===== config.mk =====
export PLATFORM = sky130hd
export DESIGN_NAME = uart_tx_fifo
export DESIGN_NICKNAME = d
export VERILOG_FILES = /design/src/rtl/uart_pkg.sv /design/src/rtl/byte_fifo.sv /design/src/rtl/uart_tx_fifo.sv
export SDC_FILE = /design/constraint.sdc
export NUM_CORES = 1
export LEC_CHECK = 0
export BUFFER_PORTS_ARGS = -buffer_cell sky130_fd_sc_hd__buf_2
export CORE_MARGIN = 2
export CORE_UTILIZATION = 45
export CTS_CLUSTER_SIZE = 10
export DETAILED_ROUTE_END_ITERATION = 12
export GPL_TIMING_DRIVEN = 0
export HOLD_SLACK_MARGIN = 0.03
export SYNTH_ARGS = -nofsm -noshare
export SYNTH_HDL_FRONTEND = slang
export SYNTH_SLANG_ARGS = --single-unit

===== constraint.sdc =====
create_clock -name CLK -period 5.4 [get_ports CLK]
set_clock_uncertainty 0.1 [all_clocks]
set_input_delay 1.08 -clock CLK [delete_from_list [all_inputs] [get_ports CLK]]
set_output_delay 1.08 -clock CLK [all_outputs]
set_load 0.03 [all_outputs]

===== src/rtl/uart_pkg.sv =====
// Shared UART constants and the transmitter state encoding.
package uart_pkg;

  typedef enum logic [1:0] {IDLE, START, DATA, STOP} tx_state_t;

  // start + 8 data + stop
  localparam int FRAME_BITS           = 10;
  // 100 MHz / 115200 baud
  localparam int DEFAULT_CLKS_PER_BIT = 868;

endpackage


===== src/rtl/byte_fifo.sv =====
// Byte-wide synchronous FIFO with first-word-fall-through read and a
// registered occupancy count; full/empty come from the count.
module byte_fifo #(
  parameter  int DEPTH = 16,
  localparam int AW    = $clog2(DEPTH)
) (
  input  logic        CLK,
  input  logic        RST_N,
  input  logic        wr_en,
  input  logic [7:0]  wr_data,
  input  logic        rd_en,
  output logic [7:0]  rd_data,
  output logic        full,
  output logic        empty,
  output logic [AW:0] count
);

  logic [7:0]    mem [DEPTH];
  logic [AW-1:0] wr_ptr;
  logic [AW-1:0] rd_ptr;
  logic          do_wr;
  logic          do_rd;

  // Writes while full and reads while empty are dropped here, so callers
  // need not gate them.
  assign full    = (count == (AW+1)'(DEPTH));
  assign empty   = (count == '0);
  assign do_wr   = wr_en && !full;
  assign do_rd   = rd_en && !empty;
  assign rd_data = mem[rd_ptr];

  // Storage array: no reset, contents are only meaningful below count.
  always_ff @(posedge CLK) begin
    if (do_wr) mem[wr_ptr] <= wr_data;
  end

  // Pointers wrap naturally at DEPTH (power of two); count tracks occupancy.
  always_ff @(posedge CLK or negedge RST_N) begin
    if (!RST_N) begin
      wr_ptr <= '0;
      rd_ptr <= '0;
      count  <= '0;
    end else begin
      if (do_wr) wr_ptr <= wr_ptr + 1'b1;
      if (do_rd) rd_ptr <= rd_ptr + 1'b1;
      case ({do_wr, do_rd})
        2'b10:   count <= count + 1'b1;
        2'b01:   count <= count - 1'b1;
        default: count <= count;
      endcase
    end
  end

endmodule


===== src/rtl/uart_tx_fifo.sv =====
// Buffered 8N1 UART transmitter: valid/ready byte input into a FIFO,
// frames serialised LSB-first back-to-back while bytes are queued.
module uart_tx_fifo
  import uart_pkg::*;
#(
  parameter  int CLKS_PER_BIT = DEFAULT_CLKS_PER_BIT,
  parameter  int FIFO_DEPTH   = 16,
  localparam int LW           = $clog2(FIFO_DEPTH) + 1
) (
  input  logic          CLK,
  input  logic          RST_N,
  input  logic [7:0]    in_data,
  input  logic          in_valid,
  output logic          in_ready,
  output logic          UART_TX,
  output logic          tx_busy,
  output logic [LW-1:0] fifo_level
);

  localparam int CW = $clog2(CLKS_PER_BIT);

  tx_state_t     state_q, state_d;
  logic [CW-1:0] cnt_q, cnt_d;
  logic [2:0]    idx_q, idx_d;
  logic [7:0]    shift_q, shift_d;
  logic          tx_q, tx_d;
  logic          busy_q, busy_d;

  logic          push;
  logic          pop;
  logic          full;
  logic          empty;
  logic [7:0]    head;
  logic          bit_end;

  assign in_ready = !full;
  assign push     = in_valid && in_ready;
  assign bit_end  = (cnt_q == CW'(CLKS_PER_BIT - 1));
  assign UART_TX  = tx_q;
  assign tx_busy  = busy_q;

  byte_fifo #(.DEPTH(FIFO_DEPTH)) u_fifo (
    .CLK     (CLK),
    .RST_N   (RST_N),
    .wr_en   (push),
    .wr_data (in_data),
    .rd_en   (pop),
    .rd_data (head),
    .full    (full),
    .empty   (empty),
    .count   (fifo_level)
  );

  // Frame sequencing: next state, baud count, shift register and line level.
  // The line value is computed one cycle ahead so UART_TX is a flop.
  always_comb begin
    state_d = state_q;
    cnt_d   = cnt_q;
    idx_d   = idx_q;
    shift_d = shift_q;
    tx_d    = tx_q;
    pop     = 1'b0;
    case (state_q)
      IDLE: begin
        tx_d  = 1'b1;
        cnt_d = '0;
        if (!empty) begin
          pop     = 1'b1;
          shift_d = head;
          tx_d    = 1'b0;
          state_d = START;
        end
      end
      START: begin
        if (bit_end) begin
          cnt_d   = '0;
          idx_d   = '0;
          tx_d    = shift_q[0];
          state_d = DATA;
        end else begin
          cnt_d = cnt_q + 1'b1;
        end
      end
      DATA: begin
        if (bit_end) begin
          cnt_d   = '0;
          shift_d = shift_q >> 1;
          idx_d   = idx_q + 1'b1;
          if (idx_q == 3'd7) begin
            tx_d    = 1'b1;
            state_d = STOP;
          end else begin
            tx_d = shift_q[1];
          end
        end else begin
          cnt_d = cnt_q + 1'b1;
        end
      end
      STOP: begin
        if (bit_end) begin
          cnt_d = '0;
          // Chain straight into the next start bit when more data waits.
          if (!empty) begin
            pop     = 1'b1;
            shift_d = head;
            tx_d    = 1'b0;
            state_d = START;
          end else begin
            state_d = IDLE;
          end
        end else begin
          cnt_d = cnt_q + 1'b1;
        end
      end
      default: begin
        tx_d    = 1'b1;
        cnt_d   = '0;
        state_d = IDLE;
      end
    endcase
    busy_d = (state_d != IDLE);
  end

  // Transmitter state; reset forces the line high immediately.
  always_ff @(posedge CLK or negedge RST_N) begin
    if (!RST_N) begin
      state_q <= IDLE;
      cnt_q   <= '0;
      idx_q   <= '0;
      shift_q <= '0;
      tx_q    <= 1'b1;
      busy_q  <= 1'b0;
    end else begin
      state_q <= state_d;
      cnt_q   <= cnt_d;
      idx_q   <= idx_d;
      shift_q <= shift_d;
      tx_q    <= tx_d;
      busy_q  <= busy_d;
    end
  end

endmodule


==> Word level (Yosys, flattened, before mapping) <==
Memories as Yosys holds them, arrays and structs flattened.
Cells that the tools add are included.
{ "totals": {"mem_bits_ro": 0, "elab_cells": 72, "input_bits": 11, "ff_bits": 38, "latchBits": 0, "n_memories": 1, "ram_bits": 128, "output_inout_bits": 8} }
{ "memory_table": {"columns": ["name", "depth", "word_bits", "read_ports", "rd_ports_with_merged_regs", "wr", "line_no", "rtl"], "rows": [
  ["u_fifo.mem", 16, 8, 1, 0, 1, "byte_fifo.sv:18", "logic [7:0] mem [DEPTH];"]
]} }
{ "op_classes": {"eq_ne": 12, "muxes": 29, "n_div": 0, "addsub": 6, "shift": 0, "bitwise": 0, "n_reduce_logical": 15, "magnitude_cmp": 0, "mul": 0} }
{ "ops": {"columns": ["operator", "count"], "rows": [
  ["8-bit two-way mux", 3],
  ["8-bit case mux with 3 select lines", 1],
  ["10-bit case mux with 2 select lines", 1],
  ["1-bit two-way mux", 11],
  ["10-bit by 1-bit adder with 10-bit output, second input constant", 1],
  ["10-bit == test, second input constant", 1],
  ["10-bit two-way mux", 1],
  ["2-bit two-way mux", 5],
  ["5-bit case mux with 2 select lines", 1],
  ["4-bit by 1-bit adder with 4-bit output, second input constant", 2],
  ["2-bit inequality test, second input constant", 4],
  ["2-bit case mux with 4 select lines", 1],
  ["2-bit == test, second input constant", 3],
  ["3-bit two-way mux", 2],
  ["3-bit case mux with 2 select lines", 1],
  ["3-bit AND reduction", 2],
  ["2-bit nonzero test", 3],
  ["5-bit by 1-bit adder with 5-bit output, second input constant", 1],
  ["5-bit == test, second input constant", 1],
  ["5-bit logical NOT", 1],
  ["5-bit by 1-bit subtractor with 5-bit output, second input constant", 1],
  ["2-bit by 1-bit == test with 1-bit output, second input constant", 2],
  ["1-bit case mux with 4 select lines", 1],
  ["4-bit AND reduction", 1],
  ["other kinds (8)", 11]
]} }

==> Depth between registers and ports, before layout <==
{ "logic_depth": {"depth_word": 7, "depth_mapped": 13, "mapped_depth_nobuf": 12} }

==> Hierarchy <==
From an unflattened synthesis, not the netlist that was laid out.
{ "hier_totals": {"hier_cells": 469, "hier_area_um2": 7233.2} }
{ "modules_own_cells": {"columns": ["module", "seq_area_each_um2", "instances", "area_each_um2", "cells_each"], "rows": [
  ["byte_fifo", 4169.0, 1, 5779.3, 332],
  ["uart_tx_fifo", 626.9, 1, 1453.9, 137]
]} }

==> Worst setup path after synthesis <==
Ideal clock, no wire load.
{ "synth_path": {"path_kind": "reg2reg", "startpoint": "register u_fifo.count[0]", "endpoint": "register u_fifo.count[4]", "t_arrival_ns": 3.007, "n_path_buf": 1, "slack_ns": 2.212, "period_less_slack_ns": 3.188, "stages_incl_launch_ff": 14, "setup_ns": 0.081, "t_required_ns": 5.219, "cell_sequence": "dfrtp_1 -> nor4_1 -> nand2_1 -> and2_1 -> clkbuf_1 -> inv_1 -> ha_1 -> inv_1 -> fa_1 -> nor2b_1 -> o21ai_0 -> and3_1 -> nor3_1 -> xor2_1"} }
{ "synth_via": {"word_cells_on_any_way": 16, "cone_classes": "2 x add/sub; 3 x eq/ne; 4 x mux; 7 x reduce/logical"} }
{ "synth_rtl": {"columns": ["item", "line_no", "rtl"], "rows": [
  ["start, declared", "byte_fifo.sv:15", "output logic [AW:0] count"],
  ["start signal, assigned", "byte_fifo.sv:47", "2'b10: count <= count + 1'b1;"],
  ["start signal, assigned", "byte_fifo.sv:48", "2'b01: count <= count - 1'b1;"],
  ["start signal, assigned", "byte_fifo.sv:49", "default: count <= count;"],
  ["5-bit == test (*)", "byte_fifo.sv:26", "assign full = (count == (AW+1)'(DEPTH));"],
  ["1-bit logical NOT (*)", "uart_tx_fifo.sv:36", "assign in_ready = !full;"],
  ["named net in_ready", "uart_tx_fifo.sv:14", "output logic in_ready,"],
  ["1-bit logical AND", "uart_tx_fifo.sv:37", "assign push = in_valid && in_ready;"],
  ["1-bit logical AND (*)", "byte_fifo.sv:28", "assign do_wr = wr_en && !full;"],
  ["2-bit by 1-bit == test with 1-bit output or 2-bit == test (tied branches)", "byte_fifo.sv:46", "case ({do_wr, do_rd})"],
  ["5-bit case mux with 2 select lines or 2-bit nonzero test (tied branches)", null, null]
]} }
Mark *: on every way through the listed nets, which the timed path passes. The rest lies on a longest branch.
A chain may end at the register's enable or synchronous reset.

==> Final worst setup path <==
{ "layout_path": {"startpoint": "register cnt_q[0]", "endpoint": "register u_fifo.count[4]"} }
{ "layout_via": {"elab_chain_len": 6, "word_cells_on_any_way": 8, "cone_classes": "3 x eq/ne; 3 x mux; 2 x reduce/logical"} }
{ "layout_lines": {"columns": ["item", "line_no", "rtl"], "rows": [
  ["start, declared", "uart_tx_fifo.sv:23", "logic [CW-1:0] cnt_q, cnt_d;"],
  ["start signal, assigned", "uart_tx_fifo.sv:135", "cnt_q <= cnt_d;"],
  ["10-bit == test (*)", "uart_tx_fifo.sv:38", "assign bit_end = (cnt_q == CW'(CLKS_PER_BIT - 1));"],
  ["1-bit two-way mux (*)", "uart_tx_fifo.sv:100", "if (bit_end) begin"],
  ["1-bit case mux with 2 select lines (*)", "uart_tx_fifo.sv:63", "case (state_q)"],
  ["1-bit logical AND (*)", "byte_fifo.sv:29", "assign do_rd = rd_en && !empty;"],
  ["named net u_fifo.do_rd", "byte_fifo.sv:22", "logic do_rd;"],
  ["2-bit by 1-bit == test with 1-bit output or 2-bit == test (tied branches)", "byte_fifo.sv:46", null],
  ["5-bit case mux with 2 select lines or 2-bit nonzero test (tied branches)", null, null]
]} }
Marked as above.

==> run metrics <==
drt wl/cell=19.9 µm; Syn Inst Count=420; GR Overflow Total=0; Vias=3,648; Hold Vio Cnt, Final=0; Mapped Area=6970 µm²; worst skew pair latency=0.42 ns; fin crit share=0.594; Final Max Tran Viols=0; total CTS buffers=17; most frequent cell after synthesis=edfxtp_1; post-synthesis cell type count=47; RSZ-0062 raised after global routing=false; CP required=5.64 ns; Vias/cell=5.56; critical path launch point type=register; Max-slew headroom=0.371; Filler cells=1,229; syn_nets=449; GPL Wtd Cong=0.759; CTS tree=done; full die area=16,500 µm²; # DRC=0; Crit Path Category=reg2reg; Leakage=2.81 nW; Total GRT Usage=0.175; Post-CTS Resized=0; PwrDens=395 nW/µm²; post-route worst setup slack=2.19 ns; area grow syn2layout=13.4%; Worst-path clk slew=0.06 ns; status=finished clean; initial antenna violation count=0; CTS Buffer Depth=2; Worst Max-Slew Pin Slew=0.940 ns; WP data arrival=3.45 ns; EDFF count, synth=128; #FFs+latches synth=166; Post-CTS Hold Buffers=0; dpl hpwl=8.86 mm; Ports=19; post-route insts no fill=656; Critical Path End Type=register; Detail Route Antenna Nets=0; Setup Buffers After CTS=0; clk sinks=166; CTS root buf=clkbuf_16; Achievable Freq=312 MHz; antenna cell count=0; FP Rows=45; Core Area=15,100 µm²; Max VDD drop=0.214 mV; htree depth=4; Final #Nets=486; final WL=13.1 mm; Chip Height=128 µm; HP Class=reg2reg; drt pass-1 iters=4; Final Setup Violations=0; layout cell share with drive strength beyond 1=0.203; DP Worst Slack=2.07 ns; Primary FF master, synth=edfxtp_1; share of Yosys cell area claimed by the top area cell type=0.552; placed cell count=626; Post-synth top cells=128 x edfxtp_1, 37 x dfrtp_1, 33 x mux4_2, 27 x nor2_1, 20 x a21oi_1; Yosys top cell by area=edfxtp_1; Avg Synthesized Cell Area=16.6 µm²; Max-cap violations=0; top cells by area, synth=edfxtp_1 55%, dfrtp_1 13%, mux4_2 11%; sequential element share of the synthesized area=0.688; chip width=128 µm; number of synthesis warnings=0; setup TNS=0 ns; port bufs=18; Hold Slack=0.390 ns; pin count of the biggest net entering global routing=39; Starting Density=0.460; DR iter-0 viols=323; post-route minimum period=3.21 ns; vias in the first global route=3,706; crit-path max FO=4; global-route wire length before repair=21.1 mm; ys async rst share=0.229; Finished Core Util=0.521
-- power breakdown --
group | leakage [nW] | switching, W | internal, W
sequential | 1.62 | 0.0000493 | 0.00151
combinational | 0.910 | 0.000246 | 0.000116
clock | 0.276 | 0.000478 | 0.000723
total | 2.81 | 0.000773 | 0.00235
-- state kept, by name, summed over array words and instances (netlist names), 2 cells and up --
register       cells
u_fifo.wr_ptr      4
cnt_q             10
u_fifo.rd_ptr      4
state_q            2
u_fifo.mem       128
shift_q            8
idx_q              3
u_fifo.count       5
-- cells in the final DEF, fill, tap and decap left out, drive strengths merged, types with 6 or more instances in the layout --
cell | netlist | final
nor3 | 7 | 7
xor2 | 8 | 8
nand2 | 14 | 14
mux4 | 33 | 33
nand3 | 6 | 6
inv | 19 | 20
o21ai | 10 | 10
buf | 10 | 28
a21oi | 20 | 20
a211oi | 7 | 7
xnor2 | 9 | 9
ha | 17 | 17
edfxtp | 128 | 128
a22oi | 14 | 14
dfrtp | 37 | 37
nor2 | 27 | 27
clkbuf | 10 | 28
-- metrics by stage --
stage | total power [W] | cell area (µm²)
after global placement | 0.00193 | 7290
after CTS | 0.00315 | 7900
after floorplan | 0.00182 | 6970
final | 0.00312 | 7900
after detailed placement | 0.00196 | 7310
after global routing | 0.00326 | 7900
-- final cells by class --
cell class,instances,area (µm²),area share
Clock buffer,18,429,0.0543
Sequential cell,166,4800,0.607
Tap cell,188,235,0.0298
Multi-Input combinational cell,215,2010,0.255
Clock inverter,12,156,0.0198
Inverter,19,71.3,0.00903
Timing Repair Buffer,18,90.1,0.0114
Buffer,20,106,0.0135
-- critical path, cell delays in order, from the launching register on --
cell	delay (ns)
dfrtp_1	0.39
ha_1	0.22
nor3b_2	0.28
a41oi_1	0.23
nor3_2	0.33
ha_1	0.30
inv_1	0.10
fa_1	0.40
nor2b_1	0.11
o21ai_0	0.11
and3_1	0.20
nor3_1	0.19
xor2_1	0.16
-- cell families after synthesis --
logic type | count (synthesis) | synth area share
muxes | 36 | 0.111
and+or+nand+nor | 80 | 0.0589
buffers and inverters | 39 | 0.0255
adders and majority gates | 18 | 0.0334
AOI/OAI and AO/OA | 64 | 0.0611
DFF | 166 | 0.688
xor gates and xnor gates | 17 | 0.0214
-- routing by layer --
layer	track usage	share of wire	wire length [µm]	up-vias
met3	0.0358	0.035	453	15
li1	-	-	-	1696
met2	0.290	0.50	6530	57
met5	0	0	0	-
met4	0.0640	0.017	221	0
met1	0.232	0.45	5850	1880
-- final timing paths --
path	startpoint	endpoint	slack (ns)	depth (start not counted)
min reg2reg	cnt_q[0]	cnt_q[0]	0.39	1
max reg2reg	cnt_q[0]	u_fifo.count[4]	2.19	12
max	cnt_q[0]	u_fifo.count[4]	2.19	12
min	cnt_q[0]	cnt_q[0]	0.39	1
min in group asynchronous	RST_N	u_fifo.count[2]	0.66	1
max in group asynchronous	RST_N	cnt_q[5]	4.01	1
Note: power is estimated with default switching activity, not from simulation.
